===== src/rtl/image_spi_master.sv =====
// image_spi_master: streams one image frame (IMG_BYTES bytes, MSB first)
// to a digit-classifier accelerator over mode-0 SPI. It then clocks one
// more byte back and keeps the low nibble of that byte as the classified
// digit.
//
// Frame sequence:
//   IDLE -> SETUP -> (LOAD -> SHIFT) x IMG_BYTES -> READ -> HOLD -> FINISH
// Every pin-facing output comes straight from a flop. The next-state logic
// computes the next value of each output together with the next state, so
// the outputs always agree with the state they belong to.
module image_spi_master #(
  parameter int CLK_DIV   = 4,    // clk cycles per SCLK half-period, 2..255
  parameter int IMG_BYTES = 113   // bytes per frame, 1..1023
) (
  input  logic       clk,
  input  logic       rst_n,
  input  logic       start,
  input  logic [7:0] tx_data,
  input  logic       tx_valid,
  output logic       tx_ready,
  output logic       SCLK,
  output logic       COPI,
  output logic       CS,
  input  logic       CIPO,
  output logic       busy,
  output logic       done,
  output logic [3:0] result
);

  localparam int              BW        = $clog2(IMG_BYTES + 1);
  localparam logic [7:0]      DIV_LAST  = 8'(CLK_DIV - 1);
  localparam logic [BW-1:0]   LAST_BYTE = BW'(IMG_BYTES - 1);

  typedef enum logic [2:0] {
    IDLE, SETUP, LOAD, SHIFT, READ, HOLD, FINISH
  } state_t;

  state_t        state_q, state_d;
  logic [7:0]    div_q, div_d;        // half-period / wait-phase counter
  logic [2:0]    bit_q, bit_d;        // bit index within the current byte
  logic [BW-1:0] byte_q, byte_d;      // index of the byte being shifted
  logic [6:0]    tx_sr_q, tx_sr_d;    // bits still to send (bit 7 already on COPI)
  logic [3:0]    rx_sr_q, rx_sr_d;    // only the low nibble of the reply survives
  logic          sclk_q, sclk_d;
  logic          cs_q, cs_d;
  logic          copi_q, copi_d;
  logic          ready_q, ready_d;
  logic          busy_q, busy_d;
  logic          done_q, done_d;
  logic [3:0]    result_q, result_d;

  logic          div_last;

  assign div_last = (div_q == DIV_LAST);

  // Next-state and next-output logic for the frame sequencer.
  always_comb begin
    // NOTE: every variable gets its hold value first, so no path through the
    // case below can leave one unassigned and infer a latch.
    state_d  = state_q;
    div_d    = div_q;
    bit_d    = bit_q;
    byte_d   = byte_q;
    tx_sr_d  = tx_sr_q;
    rx_sr_d  = rx_sr_q;
    sclk_d   = sclk_q;
    cs_d     = cs_q;
    copi_d   = copi_q;
    result_d = result_q;

    unique case (state_q)
      IDLE: begin
        sclk_d = 1'b0;
        cs_d   = 1'b1;
        copi_d = 1'b0;
        if (start) begin
          state_d = SETUP;
          cs_d    = 1'b0;
          div_d   = '0;
          bit_d   = '0;
          byte_d  = '0;
        end
      end

      // CS low, SCLK low for CLK_DIV cycles before the first byte.
      SETUP: begin
        if (div_last) begin
          state_d = LOAD;
          div_d   = '0;
        end else begin
          div_d = div_q + 8'd1;
        end
      end

      // Wait for a byte. SCLK stays low, so a stalled source only stretches
      // the low phase and never produces an extra clock edge.
      LOAD: begin
        if (tx_valid && ready_q) begin
          state_d = SHIFT;
          tx_sr_d = tx_data[6:0];
          copi_d  = tx_data[7];
          bit_d   = '0;
          div_d   = '0;
        end
      end

      // SHIFT and READ share the SCLK generator. COPI only moves on the
      // falling edge; CIPO is captured on the rising edge.
      SHIFT, READ: begin
        if (!div_last) begin
          div_d = div_q + 8'd1;
        end else begin
          div_d = '0;
          if (!sclk_q) begin
            sclk_d = 1'b1;
            if (state_q == READ) rx_sr_d = {rx_sr_q[2:0], CIPO};
          end else begin
            sclk_d = 1'b0;
            if (bit_q != 3'd7) begin
              bit_d = bit_q + 3'd1;
              if (state_q == SHIFT) begin
                copi_d  = tx_sr_q[6];
                tx_sr_d = {tx_sr_q[5:0], 1'b0};
              end
            end else begin
              bit_d = '0;
              if (state_q == READ) begin
                state_d = HOLD;
              end else if (byte_q < LAST_BYTE) begin
                byte_d  = byte_q + BW'(1);
                state_d = LOAD;
              end else begin
                state_d = READ;
                copi_d  = 1'b0;
              end
            end
          end
        end
      end

      // Keep CS low for CLK_DIV cycles after the last edge, then raise it
      // for one cycle before the frame is reported complete.
      HOLD: begin
        if (!cs_q) begin
          if (div_last) begin
            cs_d  = 1'b1;
            div_d = '0;
          end else begin
            div_d = div_q + 8'd1;
          end
        end else begin
          state_d = FINISH;
        end
      end

      FINISH: begin
        state_d = IDLE;
      end

      default: begin
        state_d = IDLE;
      end
    endcase

    // These outputs depend only on the state being entered.
    ready_d = (state_d == LOAD);
    busy_d  = (state_d != IDLE);
    done_d  = (state_d == FINISH);
    if (state_d == FINISH) result_d = rx_sr_q;
  end

  // State and output registers; reset forces an idle, deselected bus.
  always_ff @(posedge clk or negedge rst_n) begin
    if (!rst_n) begin
      state_q  <= IDLE;
      div_q    <= '0;
      bit_q    <= '0;
      byte_q   <= '0;
      tx_sr_q  <= '0;
      rx_sr_q  <= '0;
      sclk_q   <= 1'b0;
      cs_q     <= 1'b1;
      copi_q   <= 1'b0;
      ready_q  <= 1'b0;
      busy_q   <= 1'b0;
      done_q   <= 1'b0;
      result_q <= '0;
    end else begin
      // NOTE: non-blocking assignments, so every flop samples the values
      // from before this edge no matter how the statements are ordered.
      state_q  <= state_d;
      div_q    <= div_d;
      bit_q    <= bit_d;
      byte_q   <= byte_d;
      tx_sr_q  <= tx_sr_d;
      rx_sr_q  <= rx_sr_d;
      sclk_q   <= sclk_d;
      cs_q     <= cs_d;
      copi_q   <= copi_d;
      ready_q  <= ready_d;
      busy_q   <= busy_d;
      done_q   <= done_d;
      result_q <= result_d;
    end
  end

  assign tx_ready = ready_q;
  assign SCLK     = sclk_q;
  assign CS       = cs_q;
  assign COPI     = copi_q;
  assign busy     = busy_q;
  assign done     = done_q;
  assign result   = result_q;

endmodule


===== config.mk =====
export PLATFORM = sky130hd
export DESIGN_NAME = image_spi_master
export DESIGN_NICKNAME = d
export VERILOG_FILES = /design/src/rtl/image_spi_master.sv
export SDC_FILE = /design/constraint.sdc
export NUM_CORES = 1
export LEC_CHECK = 0
export ABC_AREA = 1
export BUFFER_PORTS_ARGS = -buffer_cell sky130_fd_sc_hd__buf_2
export CAP_MARGIN = 40
export CORE_ASPECT_RATIO = 0.5
export CORE_MARGIN = 3
export CORE_UTILIZATION = 50
export CTS_CLUSTER_DIAMETER = 40
export DETAILED_ROUTE_END_ITERATION = 10
export MAX_ROUTING_LAYER = met4
export PLACE_DENSITY_LB_ADDON = 0.1
export REMOVE_ABC_BUFFERS = 1
export SYNTH_ARGS = -nofsm -noshare
export SYNTH_HDL_FRONTEND = slang
export SYNTH_SLANG_ARGS = --single-unit

===== constraint.sdc =====
create_clock -name clk -period 1.7 [get_ports clk]
set_clock_uncertainty 0.05 [all_clocks]
set_input_delay 0.17 -clock clk [delete_from_list [all_inputs] [get_ports clk]]
set_output_delay 0.17 -clock clk [all_outputs]
set_load 0.02 [all_outputs]

==> results of run 1 <==
## cells by family after synthesis
| family | after synthesis | share of synthesized area [%] |
|---|---|---|
| buffers and inverters | 41 | 8.077 |
| AOI/OAI and AO/OA | 31 | 7.068 |
| and+or+nand+nor | 198 | 39.32 |
| xor gates and xnor gates | 3 | 1.060 |
| adders and majority gates | 4 | 2.019 |
| DFF | 42 | 42.45 |
## sequential cells by signal (all words and copies together), names as in the netlist
| signal | flops |
|---|---|
| tx_sr_q | 7 |
| result | 4 |
| done | 1 |
| div_q | 8 |
| CS | 1 |
| COPI | 1 |
| SCLK | 1 |
| busy | 1 |
| tx_ready | 1 |
| state_q | 3 |
| rx_sr_q | 4 |
| bit_q | 3 |
| byte_q | 7 |
## final cells by class
type                            instances  area (um^2)
Fill cell                             434         1720
Multi-Input combinational cell        236         1229
Sequential cell                        42         1055
Timing Repair Buffer                   37        241.5
Inverter                               35        136.4
Tap cell                               66        82.58
Clock buffer                            5        68.82
Clock inverter                          3        40.04
## stage by stage
step	worst slack (ns)	cell area, um^2	setup TNS (ns)	cells	hold WS [ns]
6_report	0.1251	2853	0	424	0.05907
2_1_floorplan	0.1097	2415	0	313	-0.1756
3_3_place_gp	0.06885	2688	0	410	0.08772
4_1_cts	0.08364	2808	0	419	0.04983
5_1_grt	-0.01890	2853	-0.04094	424	0.09184
3_5_place_dp	0.01272	2688	0	410	0.09659
## report_power, final
group          switching [mW]  leakage, nW  internal, mW
combinational          0.0288        0.897        0.0193
sequential                  0        0.539         0.998
clock                   0.370       0.0579         0.433
## layout by cell type, fill, tap and decap left out, types with 4 or more instances in the layout
master and n:
dfrtp_1 39, nand2_2 8, inv_1 29, inv_2 5, clkbuf_8 5, nor2_1 20, nand4_1 6, o21ai_1 6
buf_2 22, buf_4 12, nand2_1 116, nand3_1 30, o21ai_0 16, nand2_4 4
## repair_timing
item	in CTS	in global routing
hold endpoints to repair	17	0
hold buffers	1	0
pin swaps	0	2
buffers inserted	0	5
endpoints found under the setup margin	2	15
gates resized for setup	1	3
## worst max-delay path, cell delays in order (launching register included)
cell	delay, ns
dfrtp_1	0.39
ha_2	0.22
nand2_1	0.11
nor2_4	0.16
nand2_2	0.08
nand2_4	0.19
nand3_4	0.12
nand2_1	0.07
o21ai_0	0.07
## per-layer routing
layer	wire length (um)	GRT usage, %
met1	2455	24.71
met2	2365	29.53
met3	238	5.330
met4	52	5.535
met5	0	-
## worst max-delay path by stage
stage	startpoint	endpoint	slack [ns]	depth (start not counted)
2_1_floorplan	state_q[2]	div_q[7]	0.11	9
3_3_place_gp	state_q[2]	div_q[7]	0.07	9
3_5_place_dp	state_q[2]	div_q[7]	0.01	9
4_1_cts	div_q[0]	tx_ready	0.08	10
5_1_grt	div_q[4]	byte_q[5]	-0.02	8
6_report	div_q[0]	bit_q[1]	0.13	8
==> summary.txt, run 1 <==
Die
  • Row count: 17
  • Boundary Pins: 23
  • Die W: 105.6 um
  • Starting Density: 54.20%
  • Die area: 5889 um^2
  • Die height: 55.79 um
  • Core footprint: 4573 um^2

Synth
  • Top FF cell, synth: dfrtp_1
  • EDFF count, synth: 0
  • Most common cell in the synthesized netlist: nand2_1
  • Area leader, netlist: dfrtp_1
  • Post-Syn Area: 2479 um^2
  • Most instantiated cells after synthesis: nand2_1, dfrtp_1, nand3_1, inv_1, nor2_1
  • #FFs+latches synth: 42
  • Sequential-to-total area share from yosys stat: 42.45%
  • Synth unique cells: 34
  • YS warnings: 0
  • Mean Syn Cell Area: 7.770 um^2
  • Top-area cell type share of the netlist area: 41.39%
  • Largest cells by area after synthesis: dfrtp_1, nand2_1, nand3_1
  • Synth async-reset ratio: 100.0%
  • Synth Instances: 319

GRT
  • Initial antenna violation count: 0
  • First-pass GRT wire length: 8.880 mm
  • Grt ovf: 0
  • Number of global-route vias before repair: 1,968
  • Largest net degree at the start of global routing: 25
  • Total track usage: 19.07%

CTS
  • CTS tree: done
  • Deepest clock path buffer count: 2
  • Clock sink count: 42
  • CTS buffer count: 5
  • Root Driver: clkbuf_8
  • Clock edge transition at the registers on the reported setup and hold paths: 0.09 ns
  • Htree depth: 2
  • Clk Latency, worst-skew pair: 0.30 ns

Worst setup path
  • Worst path required time: 1.83 ns
  • RR Startpoint: div_q[0]
  • CP endpoint kind: register
  • CP startpoint kind: register
  • R2R depth: 8
  • CP Max Fanout: 14
  • Critical path arrival: 1.71 ns
  • WS Path Type: register to register
  • R2r setup slk: 0.13 ns
  • R2r endpoint: bit_q[1]

Route
  • First DRT Iteration DRCs: 85
  • Routed via count: 2,107
  • Pre-antenna DRT Iters: 4
  • Routed wire per std cell: 12.05 um
  • DR vias/cell: 4.969
  • Post-route ant nets: 0
  • Final WL: 5.111 mm
  • Residual DRC: 0

Min path
  • Hold path start: CIPO
  • Hold Path Sink: rx_sr_q[0]
  • Worst hold-check path type: input port to register
  • Worst Hold Depth: 3

Run
  • Max cap viols: 0

Pwr
  • IR drop worst, VDD: 0.0003481 V
  • Leakage: 1.494 nW
  • Power per cell area: 648.2 nW/um^2
  • Overall Power: 1.849 mW

STA
  • Max Clk Rate: 0.6350 GHz
  • Actual slew at the worst max-slew pin: 0.4587 ns
  • Slew Limit Headroom: 69.42%
  • RSZ-0062 raised after global routing: yes
  • Fin crit period: 1.575 ns
  • Period utilization: 92.64%
  • # setup viols final: 0
  • Final hold vios: 0
  • Max Slew Vio Count: 0

Final layout
  • Share of layout cells above drive strength 1: 22.07%
  • Syn-to-layout area delta: 15.09%
  • Finished Core Util: 62.38%
  • ANT cells: 0
  • Final-stage net count: 374

Placed design
  • Final Wtd Congestion: 0.9044
  • Number of port buffers: 22
  • Post-DP HPWL: 3.674 mm

Outcome
  • Status: complete, no violations
(Power assumes the default switching activity.)
==> inputs of run 2 (changes only) <==
- ABC_AREA: 1 -> unset
==> summary.txt, run 2 <==
Outcome
  • Status: finished, violations left (was complete, no violations)
  • Violated checks: setup timing

GRT
  • Routing usage on met3: 4.947% (was 5.330%)
  • Number of global-route vias before repair: 2,235 (was 1,968)
  • Total track usage: 24.51% (was 19.07%)
  • Met2 Use GR: 42.97% (was 29.53%)
  • First-pass GRT wire length: 10.63 mm (was 8.880 mm)
  • Busiest layer in global routing: met2 (unchanged)
  • GR Util met1: 30.47% (was 24.71%)
  • Grt ovf: 0 (unchanged)
  • Initial antenna violation count: 0 (unchanged)
  • Largest net degree at the start of global routing: 26 (was 25)

Route
  • Routed via count: 2,283 (was 2,107)
  • Residual DRC: 0 (unchanged)
  • Final WL: 6.890 mm (was 5.111 mm)
  • DR vias/cell: 5.794 (was 4.969)
  • Post-route ant nets: 0 (unchanged)
  • Pre-antenna DRT Iters: 4 (unchanged)
  • First DRT Iteration DRCs: 85 (unchanged)
  • Routed wire per std cell: 17.49 um (was 12.05 um)

Pwr
  • Power per cell area: 1525 nW/um^2 (was 648.2 nW/um^2)
  • Leakage: 1.695 nW (was 1.494 nW)
  • IR drop worst, VDD: 0.001079 V (was 0.0003481 V)

Die
  • Core footprint: 4488 um^2 (was 4573 um^2)
  • Die area: 5671 um^2 (was 5889 um^2)
  • Row count: 17 (unchanged)
  • Starting Density: 53.00% (was 54.20%)
  • Die height: 54.77 um (was 55.79 um)
  • Die W: 103.5 um (was 105.6 um)
  • Boundary Pins: 23 (unchanged)

CTS
  • Htree depth: 2 (unchanged)
  • Clk Latency, worst-skew pair: 0.30 ns (about the same)
  • CTS tree: done (unchanged)
  • CTS buffer count: 5 (unchanged)
  • Deepest clock path buffer count: 2 (unchanged)
  • Clock sink count: 42 (unchanged)
  • Clock edge transition at the registers on the reported setup and hold paths: 0.09 ns (about the same)
  • Root Driver: clkbuf_8 (unchanged)

STA
  • Fin Hold WS: 0.05306 ns (was 0.05907 ns)
  • Max Slew Vio Count: 0 (unchanged)
  • RSZ-0062 raised after global routing: yes (unchanged)
  • # setup viols final: 35 (was 0)
  • Max Clk Rate: 0.4901 GHz (was 0.6350 GHz)
  • Period utilization: 120.0% (was 92.64%)
  • Actual slew at the worst max-slew pin: 0.4771 ns (was 0.4587 ns)
  • Slew Limit Headroom: 68.20% (was 69.42%)
  • Fin crit period: 2.040 ns (was 1.575 ns)
  • Fin worst setup slack: -0.3403 ns (was 0.1251 ns)
  • Final hold vios: 0 (unchanged)

Final layout
  • Final-stage net count: 344 (was 374)
  • Finished Core Util: 81.60% (was 62.38%)
  • Most frequent cells in the layout: buf_4, dfrtp_1, nand2_1 (was nand2_1, dfrtp_1, nand3_1)
  • Biggest registers after layout: div_q x8, byte_q x7, tx_sr_q x7 (unchanged)
  • FILL cells: 247 (was 434)
  • Finished Layout Cells: 394 (was 424)
  • Biggest register: div_q (unchanged)
  • Syn-to-layout area delta: 53.97% (was 15.09%)
  • Share of layout cells above drive strength 1: 53.35% (was 22.07%)
  • ANT cells: 0 (unchanged)
  • Max reg flops: 8 (unchanged)
  • Most common cell after layout, fill and taps aside: buf_4 (was nand2_1)

Synth
  • Top-area cell type share of the netlist area: 43.14% (was 41.39%)
  • Synth unique cells: 48 (was 34)
  • Sequential-to-total area share from yosys stat: 44.24% (was 42.45%)
  • Largest cells by area after synthesis: dfrtp_1, mux2_2, nand2_1 (was dfrtp_1, nand2_1, nand3_1)
  • Most instantiated cells after synthesis: dfrtp_1, nand2_1, mux2_2, nand2b_1 (was nand2_1, dfrtp_1, nand3_1, inv_1, nor2_1)
  • Area leader, netlist: dfrtp_1 (unchanged)
  • Synth async-reset ratio: 100.0% (unchanged)
  • Post-Syn Area: 2379 um^2 (was 2479 um^2)
  • #FFs+latches synth: 42 (unchanged)
  • Synth Instances: 230 (was 319)
  • YS warnings: 0 (unchanged)
  • EDFF count, synth: 0 (unchanged)
  • Mean Syn Cell Area: 10.34 um^2 (was 7.770 um^2)
  • Top FF cell, synth: dfrtp_1 (unchanged)
  • Most common cell in the synthesized netlist: dfrtp_1 (was nand2_1)

Worst setup path
  • CP startpoint kind: register (unchanged)
  • WS Path Type: register to register (unchanged)
  • Critical path arrival: 2.18 ns (was 1.71 ns)
  • CP delay by family, top: compound AO/OA/AOI/OAI gates (was simple AND/OR/NAND/NOR gates)
  • Slowest cell on crit path: dfrtp_1 (unchanged)
  • R2R depth: 6 (was 8)
  • CP Max Fanout: 7 (was 14)
  • Crit-path max cell delay: 0.40 ns (was 0.39 ns)
  • Buffer and inverter count on the worst path: 1 (was 0)
  • Worst path depth: 6 (was 8)
  • Worst path required time: 1.83 ns (about the same)
  • CP endpoint kind: register (unchanged)
  • Crit-path cells: ha_4 > nor4b_4 > a32oi_4 > a2111oi_4 > buf_6 > mux2_4 (was ha_2 > nand2_1 > nor2_4 > nand2_2 > nand2_4 > nand3_4 > nand2_1 > o21ai_0)

Placed design
  • Final Wtd Congestion: 0.9104 (was 0.9044)
  • Number of port buffers: 22 (unchanged)
  • DP Cell Count: 376 (was 410)
  • Post-DP HPWL: 4.232 mm (was 3.674 mm)

Min path
  • Worst hold-check path type: input port to register (unchanged)
  • Worst Hold Depth: 2 (was 3)

Run
  • Max cap viols: 0 (unchanged)
[run 2: cell types whose count changed in the layout (fill, tap and decap cells not counted), moves of 7 or more]
cell	before	now
o21ai_0	16	6
nand2b_1	0	10
inv_1	29	5
mux2_4	0	10
nand3_1	30	8
nand2_1	116	27
buf_6	1	12
mux2_2	0	12
buf_4	12	61
nor2_1	20	6
nand2_2	8	1
[run 2: worst reg2reg max path: cells and delay by family, from the launching register on]
| kind | cells | cell delay [ns] |
|---|---|---|
| muxes | 1 | 0.31 |
| adders and majority gates | 1 | 0.16 |
| DFF | 1 | 0.40 |
| and+or+nand+nor | 1 | 0.33 |
| buffers and inverters | 1 | 0.20 |
| AOI/OAI and AO/OA | 2 | 0.48 |
[run 2: final cells by class]
cell class                      count  area (um^2)  area share, %
Sequential cell                    42         1052          28.73
Timing Repair Buffer               98        753.2          20.57
Tap cell                           66        82.58          2.255
Inverter                            5        18.77         0.5125
Multi-Input combinational cell    175         1613          44.04
Clock buffer                        6        82.58          2.255
Clock inverter                      2        60.06          1.640
[run 2: cell families after synthesis]
logic type      after synthesis  share of synthesized area, %
compound gates               47                         15.52
fa+ha+maj                     4                         2.104
buf+inv                      13                         2.209
flops                        42                         44.24
mux                          28                         12.94
simple gates                 96                         22.99
[run 2: power breakdown]
| part | total, mW | internal, mW | switching, mW |
|---|---|---|---|
| logic | 3.16 | 1.67 | 1.50 |
| clock network | 0.998 | 0.627 | 0.371 |
| registers | 1.42 | 1.24 | 0.184 |
[run 2: path summary, 6_finish.rpt]
path | startpoint | endpoint | slack, ns
max in group asynchronous | rst_n | CS | 0.72
min reg2reg | rx_sr_q[3] | result[3] | 0.42
min | CIPO | rx_sr_q[0] | 0.05
max | div_q[1] | tx_sr_q[5] | -0.34
min in group asynchronous | rst_n | div_q[6] | 0.30
max reg2reg | div_q[1] | tx_sr_q[5] | -0.34
[run 2: metrics by stage]
step	area [um^2]	setup TNS [ns]	setup slack [ns]	power, mW
after CTS	3562	-5.883	-0.2442	5.285
after detailed placement	3058	-10.18	-0.3931	3.660
after floorplan	2345	-7.693	-0.4553	2.620
final	3662	-8.698	-0.3403	5.584
after global routing	3662	-11.42	-0.4197	5.876
after global placement	3058	-9.168	-0.4062	3.594
[run 2: what timing repair did]
item | in CTS | in global routing
endpoints found under the hold margin | 17 | 0
resized for setup | 60 | 20
pin swaps | 31 | 13
buffers inserted | 10 | 2
endpoints found under the setup margin | 36 | 36
hold buffers | 1 | 0
[run 2: layer usage]
layer	share of wire [%]	wire, um
met3	5.5	378
met5	0	0
met2	49	3373
met4	1.2	85
met1	44	3052
==> inputs of run 3 (changes only) <==
- HOLD_SLACK_MARGIN: unset -> 0.06
==> summary.txt, run 3 (same netlist as run 2, synthesis figures left out) <==
Final layout
  • Share of layout cells above drive strength 1: 53.19% (was 53.35%)
  • Syn-to-layout area delta: 54.39% (was 53.97%)
  • Final-stage net count: 345 (was 344)
  • Most frequent cells in the layout: buf_4, dfrtp_1, nand2_1 (unchanged)
  • Cell area after layout: 3672 um^2 (was 3662 um^2)
  • Finished Layout Cells: 395 (was 394)
  • Most common cell after layout, fill and taps aside: buf_4 (unchanged)
  • ANT cells: 0 (unchanged)
  • Biggest registers after layout: div_q x8, byte_q x7, tx_sr_q x7 (unchanged)
  • Finished Core Util: 81.82% (was 81.60%)
  • Biggest register: div_q (unchanged)
  • Max reg flops: 8 (unchanged)

Min path
  • Worst Hold Depth: 3 (was 2)
  • Worst hold-check path type: input port to register (unchanged)
  • Hold path start: tx_data[0] (was CIPO)
  • Hold Path Sink: tx_sr_q[0] (was rx_sr_q[0])

Pwr
  • Power per cell area: 1529 nW/um^2 (was 1525 nW/um^2)
  • Leakage: 1.699 nW (was 1.695 nW)
  • IR drop worst, VDD: 0.001106 V (was 0.001079 V)

Worst setup path
  • CP Max Fanout: 7 (unchanged)
  • CP endpoint kind: register (unchanged)
  • Worst path required time: 1.83 ns (about the same)
  • RR Startpoint: div_q[1] (unchanged)
  • Slowest cell on crit path: dfrtp_1 (unchanged)
  • Crit-path max cell delay: 0.40 ns (about the same)
  • R2R depth: 6 (unchanged)
  • Buffer and inverter count on the worst path: 1 (unchanged)
  • CP delay by family, top: compound AO/OA/AOI/OAI gates (unchanged)
  • Critical path arrival: 2.12 ns (was 2.18 ns)
  • Crit-path cells: ha_4 > nor4b_4 > a32oi_4 > a2111oi_4 > buf_6 > mux2_4 (unchanged)
  • WS Path Type: register to register (unchanged)
  • R2r endpoint: tx_sr_q[6] (was tx_sr_q[5])
  • CP startpoint kind: register (unchanged)
  • R2r setup slk: -0.29 ns (was -0.34 ns)

Placed design
  • DP Cell Count: 376 (unchanged)
  • Post-DP HPWL: 4.232 mm (unchanged)
  • Post-Place Cell Area: 3058 um^2 (unchanged)
  • Final Wtd Congestion: 0.9104 (unchanged)
  • Number of port buffers: 22 (unchanged)

GRT
  • Largest net degree at the start of global routing: 26 (unchanged)
  • Initial antenna violation count: 0 (unchanged)
  • First-pass GRT wire length: 10.69 mm (was 10.63 mm)
  • Grt ovf: 0 (unchanged)
  • Number of global-route vias before repair: 2,234 (was 2,235)
  • Total track usage: 24.71% (was 24.51%)

Route
  • Post-route ant nets: 0 (unchanged)
  • Wire length on met1: 3.160 mm (was 3.052 mm)
  • Residual DRC: 0 (unchanged)
  • DR vias/cell: 5.792 (was 5.794)
  • Met3 Routed Length: 337 um (was 378 um)
  • First DRT Iteration DRCs: 125 (was 85)
  • Routed wire per std cell: 17.82 um (was 17.49 um)
  • Wire length on met2: 3.440 mm (was 3.373 mm)
  • Final WL: 7.039 mm (was 6.890 mm)
  • Routed via count: 2,288 (was 2,283)
  • Pre-antenna DRT Iters: 4 (unchanged)
  • Uppermost layer routed: met4 (unchanged)

Die
  • Die area: 5671 um^2 (unchanged)
  • Die height: 54.77 um (unchanged)
  • Boundary Pins: 23 (unchanged)
  • Row count: 17 (unchanged)
  • Core footprint: 4488 um^2 (unchanged)
  • Die W: 103.5 um (unchanged)
  • Starting Density: 53.00% (unchanged)

CTS
  • Clock sink count: 42 (unchanged)
  • CTS tree: done (unchanged)
  • Clock edge transition at the registers on the reported setup and hold paths: 0.09 ns (about the same)
  • Deepest clock path buffer count: 2 (unchanged)
  • Clk Latency, worst-skew pair: 0.30 ns (about the same)
  • Root Driver: clkbuf_8 (unchanged)
  • CTS buffer count: 5 (unchanged)
  • Htree depth: 2 (unchanged)

STA
  • Period utilization: 116.8% (was 120.0%)
  • Fin worst setup slack: -0.2859 ns (was -0.3403 ns)
  • Max Slew Vio Count: 0 (unchanged)
  • Slew Limit Headroom: 68.58% (was 68.20%)
  • Final hold vios: 0 (unchanged)
  • Fin Hold WS: 0.06232 ns (was 0.05306 ns)
  • Fin crit period: 1.986 ns (was 2.040 ns)
  • RSZ-0062 raised after global routing: yes (unchanged)
  • Actual slew at the worst max-slew pin: 0.4713 ns (was 0.4771 ns)
  • # setup viols final: 35 (unchanged)
  • Max Clk Rate: 0.5035 GHz (was 0.4901 GHz)

Outcome
  • Violated checks: setup timing (unchanged)
  • Status: finished, violations left (unchanged)

Run
  • Max cap viols: 0 (unchanged)
## run 3: cell types whose count changed in the layout (fill, tap and decap cells not counted)
cell,change
dlygate4sd3_1,+1
## run 3: repair_timing
item	in CTS	in global routing
endpoints found under the hold margin	18	0
resized for setup	60	20
pin swaps	31	14
hold buffers	2	0
endpoints found under the setup margin	36	36
buffers inserted	10	2
## run 3: routing by layer
layer / GRT usage [%] / vias up
met5: - / -
met4: 5.960 / 0
met3: 5.065 / 12
met2: 43.40 / 65
met1: 30.47 / 1156
li1: - / 1055
## run 3: worst max path at each step
| stage | startpoint | end | slack, ns | depth (start not counted) |
|---|---|---|---|---|
| 2_1_floorplan | div_q[0] | tx_sr_q[1] | -0.46 | 5 |
| 3_3_place_gp | div_q[0] | busy | -0.41 | 5 |
| 3_5_place_dp | div_q[0] | tx_sr_q[1] | -0.39 | 6 |
| 4_1_cts | div_q[1] | COPI | -0.24 | 5 |
| 5_1_grt | div_q[1] | tx_sr_q[6] | -0.36 | 6 |
| 6_report | div_q[1] | tx_sr_q[6] | -0.29 | 6 |
## run 3: where the power goes
group | internal, mW | switching, mW
clock | 0.627 | 0.379
combinational | 1.67 | 1.51
sequential | 1.24 | 0.185
## run 3: metrics by stage
stage	setup WS [ns]	setup TNS, ns	total power [mW]
after CTS	-0.2442	-5.883	5.287
after global routing	-0.3572	-10.13	5.907
final	-0.2859	-7.584	5.615
after global placement	-0.4062	-9.168	3.594
after floorplan	-0.4553	-7.693	2.620
after detailed placement	-0.3931	-10.18	3.660
## run 3: cell type report
| type | count | area (um^2) |
|---|---|---|
| Timing Repair Buffer | 99 | 763.2 |
| Inverter | 5 | 18.77 |
| Fill cell | 246 | 815.8 |
| Sequential cell | 42 | 1052 |
| Clock buffer | 6 | 82.58 |
| Multi-Input combinational cell | 175 | 1613 |
| Tap cell | 66 | 82.58 |
| Clock inverter | 2 | 60.06 |
## run 3: worst register-to-register path: stages, from the launching register on
cell and delay [ns]:
dfrtp_1 0.40, ha_4 0.16, nor4b_4 0.31, a32oi_4 0.22, a2111oi_4 0.24, buf_6 0.19
mux2_4 0.30
